File: src/rtl/branch_predict_unit.sv
// Branch prediction and resolution unit.
// The IF side looks up a direct-mapped BTB with saturating counters to give a predicted next PC.
// The EX side resolves BRANCH/JAL/JALR, drives BrUn/ASel, flags mispredicts with a redirect PC,
// trains the BTB and keeps saturating performance counters.
module branch_predict_unit #(
    parameter int unsigned XLEN        = 32,
    parameter int unsigned BTB_ENTRIES = 16,
    parameter int unsigned CTR_BITS    = 2,
    parameter int unsigned PERF_W      = 32
) (
    input  logic              clk,
    input  logic              rst_n,
    input  logic              if_valid_i,
    input  logic [XLEN-1:0]   if_pc_i,
    output logic              pred_taken_o,
    output logic [XLEN-1:0]   pred_target_o,
    input  logic              ex_valid_i,
    input  logic [XLEN-1:0]   ex_pc_i,
    input  logic [4:0]        ex_opcode_i,
    input  logic [2:0]        ex_funct3_i,
    input  logic              ex_br_eq_i,
    input  logic              ex_br_lt_i,
    input  logic [XLEN-1:0]   ex_target_i,
    input  logic              ex_pred_taken_i,
    input  logic [XLEN-1:0]   ex_pred_target_i,
    output logic              br_un_o,
    output logic              a_sel_o,
    output logic              ex_taken_o,
    output logic              redirect_o,
    output logic [XLEN-1:0]   redirect_pc_o,
    output logic [PERF_W-1:0] perf_branches_o,
    output logic [PERF_W-1:0] perf_mispred_o
);

    localparam int unsigned IDX_W = $clog2(BTB_ENTRIES);
    localparam int unsigned TAG_W = XLEN - IDX_W - 2;
    localparam logic [CTR_BITS-1:0] CTR_WEAK = CTR_BITS'(1) << (CTR_BITS - 1);

    typedef enum logic [4:0] {
        OP_AUIPC  = 5'd5,
        OP_LUI    = 5'd13,
        OP_BRANCH = 5'd24,
        OP_JALR   = 5'd25,
        OP_JAL    = 5'd27
    } opcode_e;

    logic                btb_valid  [BTB_ENTRIES];
    logic [TAG_W-1:0]    btb_tag    [BTB_ENTRIES];
    logic [XLEN-1:0]     btb_target [BTB_ENTRIES];
    logic [CTR_BITS-1:0] btb_ctr    [BTB_ENTRIES];

    logic [IDX_W-1:0] if_idx;
    logic [TAG_W-1:0] if_tag;
    logic             if_hit;
    logic [IDX_W-1:0] ex_idx;
    logic [TAG_W-1:0] ex_tag;
    logic             ex_hit;
    logic             is_branch;
    logic             is_jump;
    logic             br_cond;
    logic             if_pc_unused;

    // The low PC bits only select bytes within an instruction word
    assign if_pc_unused = ^if_pc_i[1:0];

    assign if_idx = if_pc_i[IDX_W+1:2];
    assign if_tag = if_pc_i[XLEN-1:IDX_W+2];
    assign ex_idx = ex_pc_i[IDX_W+1:2];
    assign ex_tag = ex_pc_i[XLEN-1:IDX_W+2];

    // IF-side lookup: zero-latency and reads the stored contents, so a same-cycle EX write is not seen
    always_comb begin
        if_hit        = btb_valid[if_idx] && (btb_tag[if_idx] == if_tag);
        pred_taken_o  = if_valid_i && if_hit && btb_ctr[if_idx][CTR_BITS-1];
        pred_target_o = pred_taken_o ? btb_target[if_idx] : '0;
    end

    // EX-side decode and branch resolution
    always_comb begin
        ex_hit    = btb_valid[ex_idx] && (btb_tag[ex_idx] == ex_tag);
        is_branch = (ex_opcode_i == OP_BRANCH);
        is_jump   = (ex_opcode_i == OP_JAL) || (ex_opcode_i == OP_JALR);
        br_un_o   = is_branch && ex_funct3_i[1];
        a_sel_o   = is_branch || (ex_opcode_i == OP_JAL) ||
                    (ex_opcode_i == OP_LUI) || (ex_opcode_i == OP_AUIPC);
        br_cond   = 1'b0;
        unique case (ex_funct3_i)
            3'b000:         br_cond = ex_br_eq_i;
            3'b001:         br_cond = !ex_br_eq_i;
            3'b100, 3'b110: br_cond = ex_br_lt_i;
            3'b101, 3'b111: br_cond = !ex_br_lt_i;
            default:        br_cond = 1'b0;
        endcase
        ex_taken_o    = ex_valid_i && (is_jump || (is_branch && br_cond));
        redirect_o    = ex_valid_i &&
                        ((ex_taken_o != ex_pred_taken_i) ||
                         (ex_taken_o && (ex_target_i != ex_pred_target_i)));
        redirect_pc_o = ex_taken_o ? ex_target_i : ex_pc_i + XLEN'(4);
    end

    // BTB training from resolved EX instructions
    always_ff @(posedge clk or negedge rst_n) begin
        if (!rst_n) begin
            for (int unsigned i = 0; i < BTB_ENTRIES; i++) begin
                btb_valid[i]  <= 1'b0;
                btb_tag[i]    <= '0;
                btb_target[i] <= '0;
                btb_ctr[i]    <= '0;
            end
        end else if (ex_valid_i) begin
            if (is_branch) begin
                if (ex_hit) begin
                    if (ex_taken_o) begin
                        btb_target[ex_idx] <= ex_target_i;
                        if (btb_ctr[ex_idx] != '1)
                            btb_ctr[ex_idx] <= btb_ctr[ex_idx] + CTR_BITS'(1);
                    end else if (btb_ctr[ex_idx] != '0) begin
                        btb_ctr[ex_idx] <= btb_ctr[ex_idx] - CTR_BITS'(1);
                    end
                end else if (ex_taken_o) begin
                    btb_valid[ex_idx]  <= 1'b1;
                    btb_tag[ex_idx]    <= ex_tag;
                    btb_target[ex_idx] <= ex_target_i;
                    btb_ctr[ex_idx]    <= CTR_WEAK;
                end
            end else if (is_jump) begin
                btb_valid[ex_idx]  <= 1'b1;
                btb_tag[ex_idx]    <= ex_tag;
                btb_target[ex_idx] <= ex_target_i;
                btb_ctr[ex_idx]    <= '1;
            end else if (ex_hit) begin
                btb_valid[ex_idx] <= 1'b0;
            end
        end
    end

    // Saturating performance counters
    always_ff @(posedge clk or negedge rst_n) begin
        if (!rst_n) begin
            perf_branches_o <= '0;
            perf_mispred_o  <= '0;
        end else begin
            if (ex_valid_i && (is_branch || is_jump) && (perf_branches_o != '1))
                perf_branches_o <= perf_branches_o + PERF_W'(1);
            if (redirect_o && (perf_mispred_o != '1))
                perf_mispred_o <= perf_mispred_o + PERF_W'(1);
        end
    end

endmodule

File: config.mk
export PLATFORM = sky130hd
export DESIGN_NAME = branch_predict_unit
export DESIGN_NICKNAME = d
export VERILOG_FILES = /design/src/rtl/branch_predict_unit.sv
export SDC_FILE = /design/constraint.sdc
export NUM_CORES = 2
export LEC_CHECK = 0
export ABC_AREA = 0
export CORE_MARGIN = 5
export CORE_UTILIZATION = 45
export CTS_CLUSTER_DIAMETER = 80
export DETAILED_ROUTE_END_ITERATION = 8
export PLACE_DENSITY = 0.67
export SETUP_SLACK_MARGIN = 0.05
export SKIP_LAST_GASP = 1
export SLEW_MARGIN = 20
export SYNTH_ARGS = -nofsm -noshare
export SYNTH_HDL_FRONTEND = slang
export SYNTH_SLANG_ARGS = --single-unit
File: constraint.sdc
create_clock -name clk -period 7.53 [get_ports clk]
set_input_delay 1.506 -clock clk [delete_from_list [all_inputs] [get_ports clk]]
set_output_delay 1.506 -clock clk [all_outputs]
set_load 0.02 [all_outputs]
; Yosys cells after proc, flatten, opt, wreduce, memory -nomap -nowiden
; Cells that the tools add are included.
[totals]
ff_bits = 1040
inputBits = 143
output_inout_bits = 133
elab_cells = 192
[op_classes]
addsub = 5
n_lt_le_gt_ge = 3
eq_ne = 22
mux = 55
bitwise = 9
reduce_logical = 32
[op_table]
columns = op, count
row1 = $mux W416, 4
row2 = $mux W512, 3
row3 = $bwmux W512, 1
row4 = $bwmux W416, 1
row5 = $mux W32, 12
row6 = $bmux W26 S4, 2
row7 = $mux W26, 5
row8 = $bmux W32 S4, 1
row9 = $demux W32 S4, 1
row10 = $demux W26 S4, 1
row11 = $mux W16, 5
row12 = $add A32 B1 Y32 const B, 2
row13 = $bwmux W32, 2
row14 = $ne A32 B32 Y1 const B, 2
row15 = $eq A26 B26 Y1, 2
row16 = $add A32 B3 Y32 const B, 1
row17 = $and A16 B16 Y16, 2
row18 = $ne A32 B32 Y1, 1
row19 = $not A16 Y16, 2
row20 = $or A16 B16 Y16, 2
row21 = $or A32 B32 Y32, 1
row22 = $bmux W2 S4, 2
row23 = $eq A5 B5 Y1 const B, 3
row24 = $logic_and A1 B1 Y1, 13
row25 = other kinds (29), 55

; Logic depth before layout (Yosys ltp)
[depth]
ltp_word = 10
ltp_mapped = 17
depth_no_buf = 11

; Worst setup path before layout
; No wires, ideal clock.
[synth_timing]
path_type = input -> output
from = input port if_pc_i[2]
to = output port pred_target_o[10]
t_arrival_ns = 4.668
required_ns = 6.024
slack_ns = 1.356
cell_stages = 10
n_path_buf = 4
cell_sequence = clkbuf_1 > buf_2 > buf_1 > mux4_2 > mux4_2 > xor2_1 > nor4_1 > nand3_1 > clkbuf_1 > nor2b_1
[synth_between]
elab_chain_cells = 9
elab_cells_between_ends = 18
classes_between = 1 x eq/ne / 13 x mux / 1 x bitwise / 3 x reduce/logical
[synth_lines]
columns = item, line
row1 = "start, declared", 14  ; input logic [XLEN-1:0] if_pc_i,
row2 = $not A4 Y5 (implied by the code) (*), "73, 74, 75"
row3 = $bmux W26 S4, 73  ; if_hit = btb_valid[if_idx] && (btb_tag[if_idx] == if_tag);
row4 = $mux W26 (implied by the code) (2 in a row), 73
row5 = $eq A26 B26 Y1, 73
row6 = $logic_and A1 B1 Y1, 73
row7 = $logic_and A1 B1 Y1 (2 in a row), 74  ; pred_taken_o = if_valid_i && if_hit && btb_ctr[if_idx][CTR_BITS-1];
row8 = $mux W32 (*), 75  ; pred_target_o = pred_taken_o ? btb_target[if_idx] : '0;
row9 = "end, declared", 16  ; output logic [XLEN-1:0] pred_target_o,
; Every way passes the cells marked *; elsewhere a longest branch is shown, timed or not. The select of a mux whose other input is x is not followed.

; Final worst setup path
[layout_timing]
from = input port if_pc_i[2]
to = output port pred_target_o[1]
; The elaborated chain is that of the path after synthesis.

==> impl_metrics.tcl <==
set metrics [dict create \
    gp_congestion 0.9052 \
    clockRootBuffer "clkbuf_16" \
    fmax_mhz 139.2 \
    synthTopCellsByArea "dfrtp_1 49%, mux2_2 19%, mux4_2 16%" \
    layout.nets 4040 \
    cts_resized 0 \
    chipHeight_um 354.7 \
    hold_viol_final 0 \
    clk_pin_slew_ns 0.06 \
    portBuffers 273 \
    synth_cell_types 76 \
    wl_per_cell_um 28.92 \
    die-area_um2 125800 \
    drv_slew 0 \
    finClkSkew_ns 0.03168 \
    start_util_pct 45.27 \
    p_per_area_nw_per_um2 217.6 \
    finalSetupViolCount 0 \
    core_area_um2 118100 \
    max-slew-margin-rel_pct 22.18 \
    path_class "input port to output port" \
    leakage_nw 28.00 \
    tightestPinTransition_ns 1.166 \
    seqPwrFrac_pct 45.8 \
    ios 276 \
    cp-start-kind "input port" \
    row_count 126 \
    max_stage_delay_ns 0.64 \
    final_util_pct 52.32 \
    maxCapViolations 0 \
    arrival_ns 5.68 \
    outcome "finished clean" \
    antenna_found_initial 3 \
    h-tree-depth 3 \
    cts_tree "built" \
    cts_sinks 1040 \
    grt_pass1_vias 35810 \
    vdd_drop_max_mv 0.2099 \
    cts_max_path_buffers 3 \
    die_w_um 354.7 \
    syn_area_um2 53460 \
    grt_pass1_wl_um 240300 \
    swShare_pct 25.65 \
    p_comb_share_pct 11.9 \
    post_cts_buffers 0 \
    period_share_pct 95.39 \
    async_flop_share_pct 100.0 \
    switchingPower_mw 3.449 \
    vias 34220 \
    cts_hold_buf 0 \
    yosys.area.top_type "dfrtp_1" \
    netlist_instances 3709 \
    routed_wl_um 159600 \
    tns_ns 0 \
    cp-end-kind "output port" \
    power_mw 13.45 \
    synth_seq_cells 1040 \
    cp_cell_sequence "buf_8, buf_4, mux4_2, mux4_2, xor2_1, nor4_1, buf_4, nand3_2, buf_12, nor2b_1, clkdlybuf4s50_1" \
    internal_power_mw 9.996 \
    ys.flop_type "dfrtp_1" \
    seq_area_frac_synth_pct 48.68 \
    avgSynthCellArea_um2 14.41 \
    cp_max_fo 59 \
    crit_required_ns 6.02 \
    synth_top_area_share_pct 48.68 \
    critical-path-slowest-cell "clkdlybuf4s50_1" \
    hold_class "flop to flop" \
    drt_pass1_iterations 5 \
    clkLatencyLatePin_ns 0.72 \
    drt_iter0_drc 2944 \
    via_per_inst 6.199 \
    power_frac_clock_pct 42.3 \
    antenna_left 0 \
    synth_fp_nets 3860 \
    drive_gt1_share_pct 42.01 \
    grt_start_max_net_pins 172 \
    grt_use_total_pct 25.36 \
    cts_buffers 113 \
    synth_edf_count 0 \
    synthToLayoutAreaGrowth_pct 15.56 \
    drc 0 \
    hpwl_um 100900 \
    synth_warnings 0 \
    grt_overflow 0 \
    period_minus_slack_ns 7.183 \
    rsz0062_at_grt "no" \
]
-- through the flow --
| step | worst slack [ns] | instances | area [um^2] | hold slack [ns] |
|---|---|---|---|---|
| 2_1_floorplan | 1.356 | 3709 | 53460 | 0.4699 |
| 4_1_cts | 0.3157 | 5518 | 61770 | 0.4944 |
| 3_5_place_dp | 0.3278 | 5310 | 57960 | 0.4825 |
| 5_1_grt | 0.1398 | 5518 | 61770 | 0.4985 |
| 3_3_place_gp | 0.3673 | 5310 | 57960 | 0.4769 |
| 6_report | 0.3474 | 5520 | 61780 | 0.4892 |
-- flip-flops by register name, summed over array words and instances (netlist names), named ones only --
signal           count
btb_tag            416
btb_ctr             32
perf_branches_o     32
perf_mispred_o      32
btb_target         512
-- layout make-up --
cell class	count	area, um^2
flip-flops and latches	1040	26030
diodes	2	5.005
repair buffers	413	4035
multi-input cells	2276	25810
well taps	1536	1922
clock inverters	49	583.1
clock buffers	159	3231
inverters	45	168.9
fillers	9804	56310
-- critical path, delay by kind of cell --
kind	cells	cell delay, ns
simple gates	3	0.77
buf+inv	5	2.00
mux	2	1.08
xor+xnor	1	0.16
-- power groups by stage --
stage | Sequential [mW] | Clock [mW] | Combinational, mW
global route | 6.20 | 6.01 | 1.72
floorplan | 6.20 | 0 | 0.970
CTS | 6.15 | 5.79 | 1.61
finish | 6.16 | 5.69 | 1.60
detailed placement | 6.25 | 0 | 1.61
global placement | 6.24 | 0 | 1.59
-- layer usage --
layer / share of wire [%] / vias up / global-route usage [%]
li1: - / 14280 / -
met1: 43 / 18300 / 35.99
met2: 46 / 1297 / 39.26
met3: 7.0 / 335 / 5.195
met4: 3.8 / 0 / 8.578
met5: 0 / - / 0
-- path summary, 6_finish.rpt --
kind / start / endpoint / cells after the start / slack [ns]
worst max-delay path: if_pc_i[2] / pred_target_o[1] / 11 / 0.35
worst min-delay path: perf_mispred_o[22] / perf_mispred_o[22] / 1 / 0.49
worst max register to register: btb_tag[376] / btb_tag[29] / 10 / 3.28
worst min register to register: perf_mispred_o[22] / perf_mispred_o[22] / 1 / 0.49
max in group asynchronous: rst_n / btb_target[415] / 3 / 4.94
min in group asynchronous: rst_n / btb_tag[282] / 1 / 0.84
-- synth_stat cells (all sizes together) (8+ instances only) --
library cell	n
a21oi	29
a22o	15
a22oi	21
a2bb2oi	18
a311oi	16
a31oi	18
a32oi	16
and2	17
and3	39
and4	12
buf	133
clkbuf	215
dfrtp	1040
ha	8
inv	44
mux2	935
mux2i	99
mux4	369
nand2	141
nand3	61
nand4	24
nor2	67
nor2b	39
nor3	16
nor4	14
o211ai	23
o21ai	45
xnor2	105
xor2	72
-- placed cells by master, fill, tap and decap left out, drive strengths merged, types with 67 or more instances in the layout --
cell type	count
mux2i	99
clkdlybuf4s50	265
xnor2	105
xor2	72
dfrtp	1040
nor2	67
nand2	141
mux4	369
mux2	935
clkbuf	159
buf	148
-- logic make-up (layout without fill, tap and decap cells) --
logic type	Yosys count	in the layout	synth area share (%)
AND/OR/NAND/NOR	442	442	4.386
multiplexers	1403	1403	37.10
buffers and inverters	393	666	3.316
AO/OA/AOI/OAI	246	246	3.426
other	0	2	0
adder cells (fa/ha/maj)	8	8	0.1872
XOR/XNOR	177	177	2.900
flip-flops	1040	1040	48.68
Note: power is estimated with default switching activity, not from simulation.
